### src/rtl/launch_pkg.sv
`default_nettype none
// ============================================================================
// Module      : launch_pkg
// Description : Shared constants for the launch sequencer: default widths and
//               the FSM state encoding.
// Revision    : 1.0 - initial release
// ============================================================================
package launch_pkg;

    // Default configuration values
    localparam int DEF_A_W       = 8;
    localparam int DEF_D_W       = 8;
    localparam int DEF_LOAD_BASE = 0;
    localparam int DEF_LOAD_LEN  = 64;
    localparam int DEF_RES_BASE  = 64;
    localparam int DEF_RES_LEN   = 8;
    localparam int DEF_TIMEOUT   = 4096;
    localparam int DEF_TO_W      = 16;

    // Sequencer state encoding
    localparam int STATE_W = 3;
    typedef logic [STATE_W-1:0] state_t;

    localparam state_t S_IDLE    = 3'd0;
    localparam state_t S_LOAD    = 3'd1;
    localparam state_t S_RELEASE = 3'd2;
    localparam state_t S_KICK    = 3'd3;
    localparam state_t S_WAIT    = 3'd4;
    localparam state_t S_DRAIN   = 3'd5;

endpackage
`default_nettype wire

### src/rtl/launch_timer.sv
`default_nettype none
// ============================================================================
// Module      : launch_timer
// Description : WAIT-state timeout counter plus optional req-to-done cycle
//               counter. Optional feature macro: LAUNCH_CYCLE_COUNT_EN
//               (undefined: cycles is tied to zero and no counter exists).
// Revision    : 1.0 - initial release
// ============================================================================
module launch_timer #(
    parameter int TIMEOUT = 4096,
    parameter int TO_W    = 16
) (
    input  logic            clk,
    input  logic            reset,
    input  logic            clear,
    input  logic            count,
    output logic            expired,
    output logic [TO_W-1:0] cycles
);

    localparam logic [TO_W-1:0] TIMER_LAST = TO_W'(TIMEOUT - 1);

    logic [TO_W-1:0] timer_q;

    // Timeout counter: cleared on KICK, advances once per WAIT cycle
    always_ff @(posedge clk or posedge reset) begin
        if (reset) begin
            timer_q <= '0;
        end else if (clear) begin
            timer_q <= '0;
        end else if (count) begin
            timer_q <= timer_q + 1'b1;
        end
    end

    // A TIMEOUT of zero disables expiry entirely
    assign expired = (TIMEOUT != 0) && (timer_q == TIMER_LAST);

`ifdef LAUNCH_CYCLE_COUNT_EN
    logic [TO_W-1:0] cycles_q;

    // Saturating cycle counter; holds its value outside WAIT until next KICK
    always_ff @(posedge clk or posedge reset) begin
        if (reset) begin
            cycles_q <= '0;
        end else if (clear) begin
            cycles_q <= '0;
        end else if (count && (cycles_q != '1)) begin
            cycles_q <= cycles_q + 1'b1;
        end
    end

    assign cycles = cycles_q;
`else
    assign cycles = '0;
`endif

endmodule
`default_nettype wire

### src/rtl/launch_sequencer.sv
`default_nettype none
// ============================================================================
// Module      : launch_sequencer
// Description : Host-side initiator for the core req/done handshake. Loads
//               input bytes into data memory with the core held in reset,
//               releases and kicks the core, waits for done (with timeout),
//               then streams result bytes back out.
//               Optional feature macro: LAUNCH_CYCLE_COUNT_EN (req-to-done
//               cycle counter on the cycles output).
// Revision    : 1.0 - initial release
// ============================================================================
module launch_sequencer
    import launch_pkg::*;
#(
    parameter int A_W       = DEF_A_W,
    parameter int D_W       = DEF_D_W,
    parameter int LOAD_BASE = DEF_LOAD_BASE,
    parameter int LOAD_LEN  = DEF_LOAD_LEN,
    parameter int RES_BASE  = DEF_RES_BASE,
    parameter int RES_LEN   = DEF_RES_LEN,
    parameter int TIMEOUT   = DEF_TIMEOUT,
    parameter int TO_W      = DEF_TO_W
) (
    input  logic            clk,
    input  logic            reset,
    input  logic            start,
    output logic            busy,
    output logic            err,
    input  logic            in_valid,
    input  logic [D_W-1:0]  in_data,
    output logic            in_ready,
    output logic            cpu_reset,
    output logic            req,
    input  logic            done,
    output logic            mem_own,
    output logic            mem_wr_en,
    output logic [A_W-1:0]  mem_addr,
    output logic [D_W-1:0]  mem_wr_data,
    input  logic [D_W-1:0]  mem_rd_data,
    output logic            out_valid,
    output logic [D_W-1:0]  out_data,
    input  logic            out_ready,
    output logic [TO_W-1:0] cycles
);

    // Index shares the counter width; it must cover both LOAD_LEN and RES_LEN
    localparam int              IDX_W     = TO_W;
    localparam logic [IDX_W-1:0] LOAD_LAST = IDX_W'(LOAD_LEN - 1);
    localparam logic [IDX_W-1:0] RES_LAST  = IDX_W'(RES_LEN - 1);
    localparam logic [A_W-1:0]   LOAD_A    = A_W'(LOAD_BASE);
    localparam logic [A_W-1:0]   RES_A     = A_W'(RES_BASE);

    state_t           state_q, state_d;
    logic [IDX_W-1:0] index_q, index_d;
    logic             err_q, err_d;
    logic             expired;

    launch_timer #(
        .TIMEOUT (TIMEOUT),
        .TO_W    (TO_W)
    ) u_timer (
        .clk     (clk),
        .reset   (reset),
        .clear   (state_q == S_KICK),
        .count   (state_q == S_WAIT),
        .expired (expired),
        .cycles  (cycles)
    );

    // State, index and sticky error registers
    always_ff @(posedge clk or posedge reset) begin
        if (reset) begin
            state_q <= S_IDLE;
            index_q <= '0;
            err_q   <= 1'b0;
        end else begin
            state_q <= state_d;
            index_q <= index_d;
            err_q   <= err_d;
        end
    end

    // Next-state logic; done only matters in WAIT and wins over expiry
    always_comb begin
        state_d = state_q;
        index_d = index_q;
        err_d   = err_q;
        case (state_q)
            S_IDLE: begin
                if (start) begin
                    err_d   = 1'b0;
                    index_d = '0;
                    state_d = (LOAD_LEN == 0) ? S_RELEASE : S_LOAD;
                end
            end
            S_LOAD: begin
                if (in_valid) begin
                    index_d = index_q + 1'b1;
                    if (index_q == LOAD_LAST) begin
                        state_d = S_RELEASE;
                    end
                end
            end
            S_RELEASE: state_d = S_KICK;
            S_KICK:    state_d = S_WAIT;
            S_WAIT: begin
                if (done) begin
                    index_d = '0;
                    state_d = (RES_LEN == 0) ? S_IDLE : S_DRAIN;
                end else if (expired) begin
                    err_d   = 1'b1;
                    state_d = S_IDLE;
                end
            end
            S_DRAIN: begin
                if (out_ready) begin
                    index_d = index_q + 1'b1;
                    if (index_q == RES_LAST) begin
                        state_d = S_IDLE;
                    end
                end
            end
            default: state_d = S_IDLE;
        endcase
    end

    // Output decode; the core runs only in RELEASE, KICK and WAIT
    always_comb begin
        cpu_reset   = 1'b1;
        req         = 1'b0;
        in_ready    = 1'b0;
        mem_own     = 1'b0;
        mem_wr_en   = 1'b0;
        mem_addr    = '0;
        mem_wr_data = '0;
        out_valid   = 1'b0;
        out_data    = '0;
        case (state_q)
            S_LOAD: begin
                mem_own  = 1'b1;
                in_ready = 1'b1;
                mem_addr = LOAD_A + index_q[A_W-1:0];
                if (in_valid) begin
                    mem_wr_en   = 1'b1;
                    mem_wr_data = in_data;
                end
            end
            S_RELEASE: cpu_reset = 1'b0;
            S_KICK: begin
                cpu_reset = 1'b0;
                req       = 1'b1;
            end
            S_WAIT:    cpu_reset = 1'b0;
            S_DRAIN: begin
                mem_own   = 1'b1;
                mem_addr  = RES_A + index_q[A_W-1:0];
                out_valid = 1'b1;
                out_data  = mem_rd_data;
            end
            default: ;
        endcase
    end

    assign busy = (state_q != S_IDLE);
    assign err  = err_q;

endmodule
`default_nettype wire

### config.mk
export PLATFORM = sky130hd
export DESIGN_NAME = launch_sequencer
export DESIGN_NICKNAME = d
export VERILOG_FILES = /design/src/rtl/launch_pkg.sv /design/src/rtl/launch_timer.sv /design/src/rtl/launch_sequencer.sv
export SDC_FILE = /design/constraint.sdc
export NUM_CORES = 1
export LEC_CHECK = 0
export BUFFER_PORTS_ARGS = -buffer_cell sky130_fd_sc_hd__buf_2
export CAP_MARGIN = 10
export CORE_MARGIN = 2
export CORE_UTILIZATION = 35
export DETAILED_ROUTE_END_ITERATION = 16
export SYNTH_ARGS = -nofsm -noshare
export SYNTH_HDL_FRONTEND = slang
export SYNTH_HIERARCHICAL = 1
export SYNTH_SLANG_ARGS = --single-unit
### constraint.sdc
create_clock -name clk -period 2.58 [get_ports clk]
set_input_delay 0.129 -clock clk [delete_from_list [all_inputs] [get_ports clk]]
set_output_delay 0.129 -clock clk [all_outputs]
set_load 0.005 [all_outputs]
==> flow_summary_export.csv, run 1 <==
group,metric,value,unit
routing,drtPass1Iterations,4,
worst_setup_path,criticalPathCategory,"reg -> out",
worst_setup_path,r2r_end,"state_q[0]",
cts,clk-insertion-delay-late,0.29,ns
synthesis,synth-xor-area-share,0.0422,
power_and_ir_drop,ir_drop,274,uV
global_route,first_global_vias,1924,
synthesis,synth_simple_gate_area_frac,0.339,
synthesis,synth_top_area_frac,0.362,
routing,drc_errors,0,
global_route,grt_pass1_wl,9.51,mm
timing,setup_violations,0,
synthesis,synthAdderAreaFrac,0.0251,
power_and_ir_drop,powerDensity,852,nW/um^2
placement,gp_congestion,0.842,
synthesis,synthesis.area,2490,um^2
synthesis,ys_seq_elements,36,
cts,numCtsBuffers,5,
cts,cts_root_buf,"clkbuf_8",
placement,dp_hpwl,4.30,mm
routing,vias_per_cell,5.03,
timing,slew_headroom,0.478,
timing,period_minus_slack,2.20,ns
worst_setup_path,cp-end-kind,"primary output",
cells_and_area,final_cell_count_no_fill,434,
flow_run,drv_cap,0,
synthesis,yosysTopAreaCell,"dfrtp_1",
synthesis,synth_top_family_by_area,"simple AND/OR/NAND/NOR gates",
worst_setup_path,crit_start,"state_q[0]",
cts,cts_tree,"yes",
power_and_ir_drop,p_leak,1.39,nW
timing,period_share,0.851,
cts,cts.path.max_buffers,2,
cts,clock-sinks,36,
worst_setup_path,path_cells,"inv_1, nor4_2, and2_1, buf_2",
worst_setup_path,crit_required,2.45,ns
worst_setup_path,worstReg2RegStart,"u_timer/timer_q[12]",
cells_and_area,postLayoutCoreUtil,0.423,
synthesis,ys.flop_type,"dfrtp_1",
synthesis,ys_seq_area_frac,0.362,
status,status,"finished, final reports clean",
cts,cts_resized,0,
synthesis,synth_edf_count,0,
floorplanning,initial_core_util,0.364,
synthesis,synth_compound_area_frac,0.0990,
synthesis,yosysUniqueCellTypes,53,
timing,worst_slew_pin_slew,0.782,ns
synthesis,syn_avg_cell_area,8.70,um^2
routing,routed_wl,5.72,mm
cts,h-tree-depth,2,
timing,fin_tns_setup,0,ns
cells_and_area,nNetsFinal,365,
timing,finClkSkew,0.00889,ns
synthesis,synth_area_leaders,"dfrtp_1, and2_1, buf_4, nand2_1, nand4_1",
placement,portBuffers,53,
timing,grt_setup_unrepaired,"false",
global_route,antenna_found_initial,0,
cts,post_cts_buffers,0,
timing,slew_violations,0,
floorplanning,die_h,88.3,um
synthesis,synthArstFlopShare,1.00,
cells_and_area,final_cell_mix,"buf_2, dfrtp_1, nand2_1",
worst_setup_path,slowest_stage,"nor4_2",
cells_and_area,antenna_cells,0,
cells_and_area,final_common_cell,"buf_2",
worst_setup_path,r2r_slack,0.54,ns
timing,clock.fmax,455,MHz
synthesis,yosysWarnings,6,
global_route,grt_start_max_net_pins,21,
worst_setup_path,critPathMaxStageDelay,0.67,ns
timing,hold_violations,0,
worst_setup_path,crit_fanout,14,
placement,place_inst,426,
global_route,overflow,0,
worst_setup_path,cp.arrival,2.07,ns
routing,wl_per_cell,13.2,um
min_path,hold_path_class,"in -> reg",
synthesis,muxShareOfSynthArea,0.0437,
global_route,grt_usage,0.154,
worst_setup_path,crit_path_end,"mem_wr_data[3]",
floorplanning,dieWidth,88.3,um
power_and_ir_drop,design_power_total,2.46,mW
routing,ant_nets,0,
cells_and_area,drive_gt1_frac,0.240,
floorplanning,die_area,7800,um^2
cts,holdBufCountCts,1,
floorplanning,core_area,6830,um^2
worst_setup_path,start_kind,"register",
floorplanning,rows,30,
worst_setup_path,reg2reg_depth,6,
cells_and_area,area_growth,16.0,%
floorplanning,ios,70,
routing,drt-initial-drc-count,187,
synthesis,synthCells,286,
routing,vias,2182,
cts,clk_pin_slew_worst_paths,0.07,ns
worst max-delay path, delay by kind of cell (launching register included):
kind	cells	cell delay (ns)
DFF	1	0.51
and+or+nand+nor	2	0.88
buffers and inverters	2	0.39
cells by family after synthesis:
logic type,count (synthesis)
and+or+nand+nor,149
adders and majority gates,5
other,1
AOI/OAI and AO/OA,36
buffers and inverters,39
xor gates and xnor gates,12
DFF,36
muxes,8
Yosys cell counts, drive strengths merged (3+ instances only):
library cell,n
nor2b,7
nor2,21
nand3,17
ha,5
xor2,8
nand2b,3
dfrtp,36
and4,3
a21oi,8
and2,25
or4,9
xnor2,4
nor3,8
nand4,13
mux2i,3
a22o,3
o211ai,4
clkbuf,11
nor4,3
buf,20
or3,3
nand2,27
inv,8
mux2,4
and3,4
o21ai,7
o31ai,3
cell type report:
type,count,area (um^2)
tap,96,120
clock inverter,2,12.5
timing repair buffer,61,328
clock buffer,5,68.8
inverter,8,30.0
sequential,36,901
fill,698,3950
multi-input combinational,226,1430
metrics by stage:
stage	hold WS [ns]	cell area [um^2]	setup slack [ns]
floorplan	0.0427	2540	0.605
global placement	0.251	2800	0.582
detailed placement	0.255	2800	0.570
CTS	0.185	2890	0.416
global route	0.235	2890	0.223
finish	0.193	2890	0.384
flip-flops by register name (all words and copies together) (netlist names):
register         flops
err                  1
index_q             16
state_q              3
u_timer/timer_q     16
routing by layer:
layer  track usage  wire [um]  vias up
li1              -          -     1087
met1         0.219       2580     1049
met2         0.236       2820       37
met3        0.0289        223        9
met4        0.0510         90        0
met5             0          0        -
power breakdown:
group          internal, mW  switching [mW]  total, mW
registers             0.687           0.195      0.882
clock network         0.183           0.204      0.387
logic                 0.544           0.645       1.19
total                  1.41            1.04       2.46
how the worst min path moves through the flow:
stage	startpoint	end	cells after the start
finish	start	err	4
global route	start	err	4
CTS	start	err	4
detailed placement	reset	u_timer/timer_q[1]	2
global placement	reset	u_timer/timer_q[0]	2
floorplan	reset	u_timer/timer_q[0]	1
Power figures use the tool's default switching activity.
==> run 2, diff against run 1 <==
--- a/config.mk
+++ b/config.mk
@@ -10,6 +10,7 @@
 export CORE_MARGIN = 2
 export CORE_UTILIZATION = 35
 export DETAILED_ROUTE_END_ITERATION = 16
+export REMOVE_ABC_BUFFERS = 1
 export SYNTH_ARGS = -nofsm -noshare
 export SYNTH_HDL_FRONTEND = slang
 export SYNTH_HIERARCHICAL = 1
==> run 2 against run 1 <==
First-iteration DRC count down 42%. Sequential share of layout area down 0.28 points. Worst setup slack worse by 0.19 ns. Clock power up 28%. Maximum frequency down 7.9%. Routed wire length down 1.6%. Sequential cell count unchanged. Critical path type unchanged. Largest cell class unchanged. Largest power group unchanged.
==> flow_summary_export.csv, run 2 (same netlist as run 1, synthesis figures left out) <==
group,metric,value,unit
global_route,grt_pass1_wl,9.29,mm
routing,vias,2141,
cts,clk_pin_slew_worst_paths,0.07,ns
timing,period_share,0.925,
global_route,grt_start_max_net_pins,25,
timing,layout_setup_ws,0.194,ns
floorplanning,ios,70,
floorplanning,core_area,6830,um^2
worst_setup_path,cp.buffers_inverters,3,
floorplanning,initial_core_util,0.364,
floorplanning,die_h,88.3,um
cells_and_area,seq_area,901,um^2
global_route,overflow,0,
routing,ant_nets,0,
timing,slew_violations,0,
power_and_ir_drop,pwr-share-seq,0.345,
cts,cts_root_buf,"clkbuf_8",
power_and_ir_drop,p_leak,1.41,nW
power_and_ir_drop,combPwrFrac,0.461,
global_route,grt_usage,0.148,
power_and_ir_drop,p_clk_frac,0.194,
timing,clock.fmax,419,MHz
cells_and_area,multi_input_area,1430,um^2
worst_setup_path,critPathMaxStageDelay,0.65,ns
cts,numCtsBuffers,5,
cells_and_area,drive_gt1_frac,0.239,
placement,gp_congestion,0.774,
worst_setup_path,crit_required,2.45,ns
floorplanning,die_area,7800,um^2
worst_setup_path,criticalPathCategory,"reg -> out",
global_route,antenna_found_initial,0,
timing,period_minus_slack,2.39,ns
cts,h-tree-depth,2,
floorplanning,dieWidth,88.3,um
placement,pre_cts_ws,0.527,ns
power_and_ir_drop,internal_power,1.52,mW
placement,dp_hpwl,4.14,mm
floorplanning,rows,30,
worst_setup_path,slowest_stage,"nor4_2",
cts,clk-insertion-delay-late,0.29,ns
worst_setup_path,cp-end-kind,"primary output",
power_and_ir_drop,ir_drop,388,uV
flow_run,drv_cap,0,
global_route,first_global_vias,1999,
worst_setup_path,cp_top_family,"simple AND/OR/NAND/NOR gates",
timing,slew_headroom,0.465,
cells_and_area,nNetsFinal,365,
cts,cts_resized,0,
cells_and_area,antenna_cells,0,
cells_and_area,final_cell_mix,"buf_2, dfrtp_1, nand2_1",
cts,clock-sinks,36,
power_and_ir_drop,p_sw,1.03,mW
placement,portBuffers,53,
cells_and_area,final_common_cell,"buf_2",
timing,finClkSkew,0.0102,ns
routing,wl_per_cell,12.9,um
routing,vias_per_cell,4.92,
cells_and_area,reg_top3,"index_q (16), u_timer/timer_q (16), state_q (3)",
worst_setup_path,cp.arrival,2.26,ns
timing,fin_tns_setup,0,ns
power_and_ir_drop,powerDensity,877,nW/um^2
timing,worst_slew_pin_slew,0.801,ns
timing,hold_violations,0,
status,status,"finished, final reports clean",
worst_setup_path,crit_fanout,16,
cells_and_area,postLayoutCoreUtil,0.426,
min_path,hold_path_class,"in -> reg",
routing,drtPass1Iterations,4,
cts,cts_tree,"yes",
worst_setup_path,start_kind,"register",
routing,drt-initial-drc-count,109,
power_and_ir_drop,switching_share,0.404,
timing,grt_setup_unrepaired,"false",
routing,drc_errors,0,
cells_and_area,area_growth,17.0,%
timing,setup_violations,0,
cts,cts.path.max_buffers,2,
worst_setup_path,path_cells,"buf_4, inv_1, nor4_2, and2_1, buf_2",
routing,routed_wl,5.62,mm
cells_and_area,n_fill_cell,685,
## run 2: cell types whose count changed in the layout (fill, tap and decap cells not counted)
| cell | previous run | this run |
|---|---|---|
| bufinv_16 | 0 | 1 |
| clkbuf_1 | 0 | 1 |
| clkinvlp_4 | 1 | 0 |
## run 2: power by group through the flow
stage | logic (mW) | clock network (mW) | registers, mW
2_1_floorplan | 0.747 | 0 | 0.861
3_5_place_dp | 1.19 | 0 | 0.888
5_1_grt | 1.35 | 0.536 | 0.918
4_1_cts | 1.19 | 0.512 | 0.878
6_report | 1.18 | 0.495 | 0.881
3_3_place_gp | 1.17 | 0 | 0.885
## run 2: timing repair
item,4_1_cts,5_1_grt
hold buffers,1,0
hold endpoints to repair,16,0
buffers inserted,0,0
setup endpoints to repair,0,0
## run 2: per-stage QoR
step	power, mW	cell area [um^2]	instances	hold slack (ns)
floorplan	1.61	2360	270	0.0427
global route	2.81	2910	435	0.307
finish	2.55	2910	435	0.228
CTS	2.58	2910	435	0.231
detailed placement	2.07	2800	426	0.263
global placement	2.06	2800	426	0.265
## run 2: worst paths after layout
path	startpoint	end	slack [ns]	cells past startpoint
max	state_q[0]	mem_wr_data[1]	0.19	5
min	start	err	0.23	4
max reg2reg	state_q[2]	index_q[14]	0.51	4
min reg2reg	u_timer/timer_q[7]	u_timer/timer_q[7]	0.56	2
max in group asynchronous	reset	index_q[14]	1.52	3
min in group asynchronous	reset	u_timer/timer_q[15]	0.48	3
## run 2: worst min-delay path, stage by stage
cell and delay, ns:
buf_2 0.10, nand2_1 0.06, a21oi_1 0.13, nor2_1 0.06
## run 2: area by class of cell
cell class / instances / share of cell area
multi-input cells: 226 / 0.490
well taps: 96 / 0.0412
flip-flops and latches: 36 / 0.309
clock inverters: 2 / 0.0120
inverters: 8 / 0.0103
clock buffers: 6 / 0.0249
repair buffers: 61 / 0.113
## run 2: metal layers
metal	track usage	routed length, um	vias up
li1	-	-	1097
met1	0.214	2720	989
met2	0.231	2640	51
met3	0.0299	210	4
met4	0.0331	53	0
met5	0	0	-
==> run 3, diff against run 2 <==
--- a/config.mk
+++ b/config.mk
@@ -6,8 +6,7 @@
 export NUM_CORES = 1
 export LEC_CHECK = 0
 export BUFFER_PORTS_ARGS = -buffer_cell sky130_fd_sc_hd__buf_2
-export CAP_MARGIN = 10
-export CORE_MARGIN = 2
+export CORE_MARGIN = 3
 export CORE_UTILIZATION = 35
 export DETAILED_ROUTE_END_ITERATION = 16
 export REMOVE_ABC_BUFFERS = 1
==> run 3 against run 2 <==
Die area is 4.6% higher. Combinational power hardly changed. Worst setup slack gained 0.18 ns.
==> flow_summary_export.csv, run 3 (same netlist as run 1, synthesis figures left out) <==
group,metric,value,unit
timing,clock.fmax,453,MHz
placement,gp_congestion,0.787,
power_and_ir_drop,p_leak,1.39,nW
cts,h-tree-depth,2,
cts,clk_pin_slew_worst_paths,0.07,ns
floorplanning,die_h,90.3,um
routing,drc_errors,0,
cells_and_area,reg_top3,"index_q (16), u_timer/timer_q (16), state_q (3)",
global_route,antenna_found_initial,0,
floorplanning,rows,30,
worst_setup_path,worstReg2RegStart,"state_q[2]",
worst_setup_path,cp.arrival,2.08,ns
floorplanning,core_area,6830,um^2
status,status,"finished, final reports clean",
global_route,first_global_vias,1923,
power_and_ir_drop,design_power_total,2.47,mW
cts,numCtsBuffers,5,
timing,finClkSkew,0.00864,ns
placement,dp_hpwl,4.30,mm
timing,slew_headroom,0.461,
cells_and_area,nNetsFinal,363,
worst_setup_path,crit_fanout,14,
timing,period_minus_slack,2.21,ns
cts,cts_root_buf,"clkbuf_8",
timing,hold_violations,0,
worst_setup_path,r2r_end,"u_timer/timer_q[15]",
flow_run,drv_cap,0,
cts,cts_resized,0,
global_route,overflow,0,
floorplanning,initial_core_util,0.364,
cells_and_area,final_cell_mix,"buf_2, dfrtp_1, nand2_1",
min_path,hold_path_class,"in -> reg",
min_path,holdPathStages,4,
routing,ant_nets,0,
cells_and_area,n_fill_cell,714,
cells_and_area,antenna_cells,0,
worst_setup_path,start_kind,"register",
cells_and_area,drive_gt1_frac,0.231,
timing,slew_violations,0,
cts,cts_tree,"yes",
worst_setup_path,crit_start,"state_q[0]",
floorplanning,dieWidth,90.3,um
worst_setup_path,r2r_slack,0.43,ns
routing,vias,2140,
global_route,grt_start_max_net_pins,29,
timing,grt_setup_unrepaired,"false",
timing,worst_slew_pin_slew,0.808,ns
placement,portBuffers,53,
timing,setup_violations,0,
global_route,grt_pass1_wl,9.66,mm
cells_and_area,area_growth,15.7,%
routing,drt-initial-drc-count,96,
floorplanning,die_area,8160,um^2
worst_setup_path,crit_required,2.45,ns
floorplanning,ios,70,
power_and_ir_drop,powerDensity,859,nW/um^2
cts,clk-insertion-delay-late,0.29,ns
routing,routed_wl,5.77,mm
worst_setup_path,crit_path_end,"mem_wr_data[3]",
cts,clock-sinks,36,
global_route,grt_usage,0.142,
routing,drtPass1Iterations,4,
worst_setup_path,cp-end-kind,"primary output",
power_and_ir_drop,ir_drop,377,uV
routing,vias_per_cell,4.94,
timing,period_share,0.856,
routing,wl_per_cell,13.3,um
timing,fin_tns_setup,0,ns
cells_and_area,final_common_cell,"buf_2",
cts,cts.path.max_buffers,2,
worst_setup_path,reg2reg_depth,7,
worst_setup_path,criticalPathCategory,"reg -> out",
-- run 3: report_power, final --
| part | switching [mW] | internal (mW) |
|---|---|---|
| Clock | 0.201 | 0.218 |
| Combinational | 0.624 | 0.531 |
| Sequential | 0.213 | 0.687 |
-- run 3: metal layers --
layer	vias up	wire length, um	track usage
met5	-	0	0
met4	0	36	0.0357
met3	5	187	0.0292
met2	40	2810	0.227
met1	1017	2740	0.197
li1	1078	-	-
-- run 3: area by class of cell --
type | count | area (um^2) | area share
inverter | 8 | 30.0 | 0.0104
multi-input combinational | 226 | 1430 | 0.495
tap | 96 | 120 | 0.0417
sequential | 36 | 901 | 0.313
timing repair buffer | 59 | 313 | 0.109
clock buffer | 8 | 90.1 | 0.0313
-- run 3: timing repair --
item / in CTS / in global routing
hold buffers: 1 / 0
setup buffers: 0 / 0
hold endpoints to repair: 16 / 0
-- run 3: how the worst min path moves through the flow --
stage           from                  to
2_1_floorplan  reset  u_timer/timer_q[0]
3_3_place_gp   reset  u_timer/timer_q[6]
3_5_place_dp   reset  u_timer/timer_q[6]
4_1_cts        start                 err
5_1_grt        start                 err
6_report       start                 err
-- run 3: stage by stage --
stage | util | setup slack (ns) | hold slack [ns] | area [um^2] | instances
after floorplan | - | 0.338 | 0.0427 | 2360 | 270
after global placement | 0.407 | 0.515 | 0.238 | 2780 | 424
after detailed placement | 0.407 | 0.467 | 0.235 | 2780 | 424
after CTS | 0.422 | 0.393 | 0.191 | 2880 | 433
after global routing | 0.422 | 0.163 | 0.262 | 2880 | 433
final | 0.422 | 0.372 | 0.194 | 2880 | 433
-- run 3: worst max-delay path, cell delays in order, from the launching register on --
cell and delay, ns:
dfrtp_1 0.52, inv_1 0.28, nor4_2 0.66, and2_1 0.22
buf_2 0.11
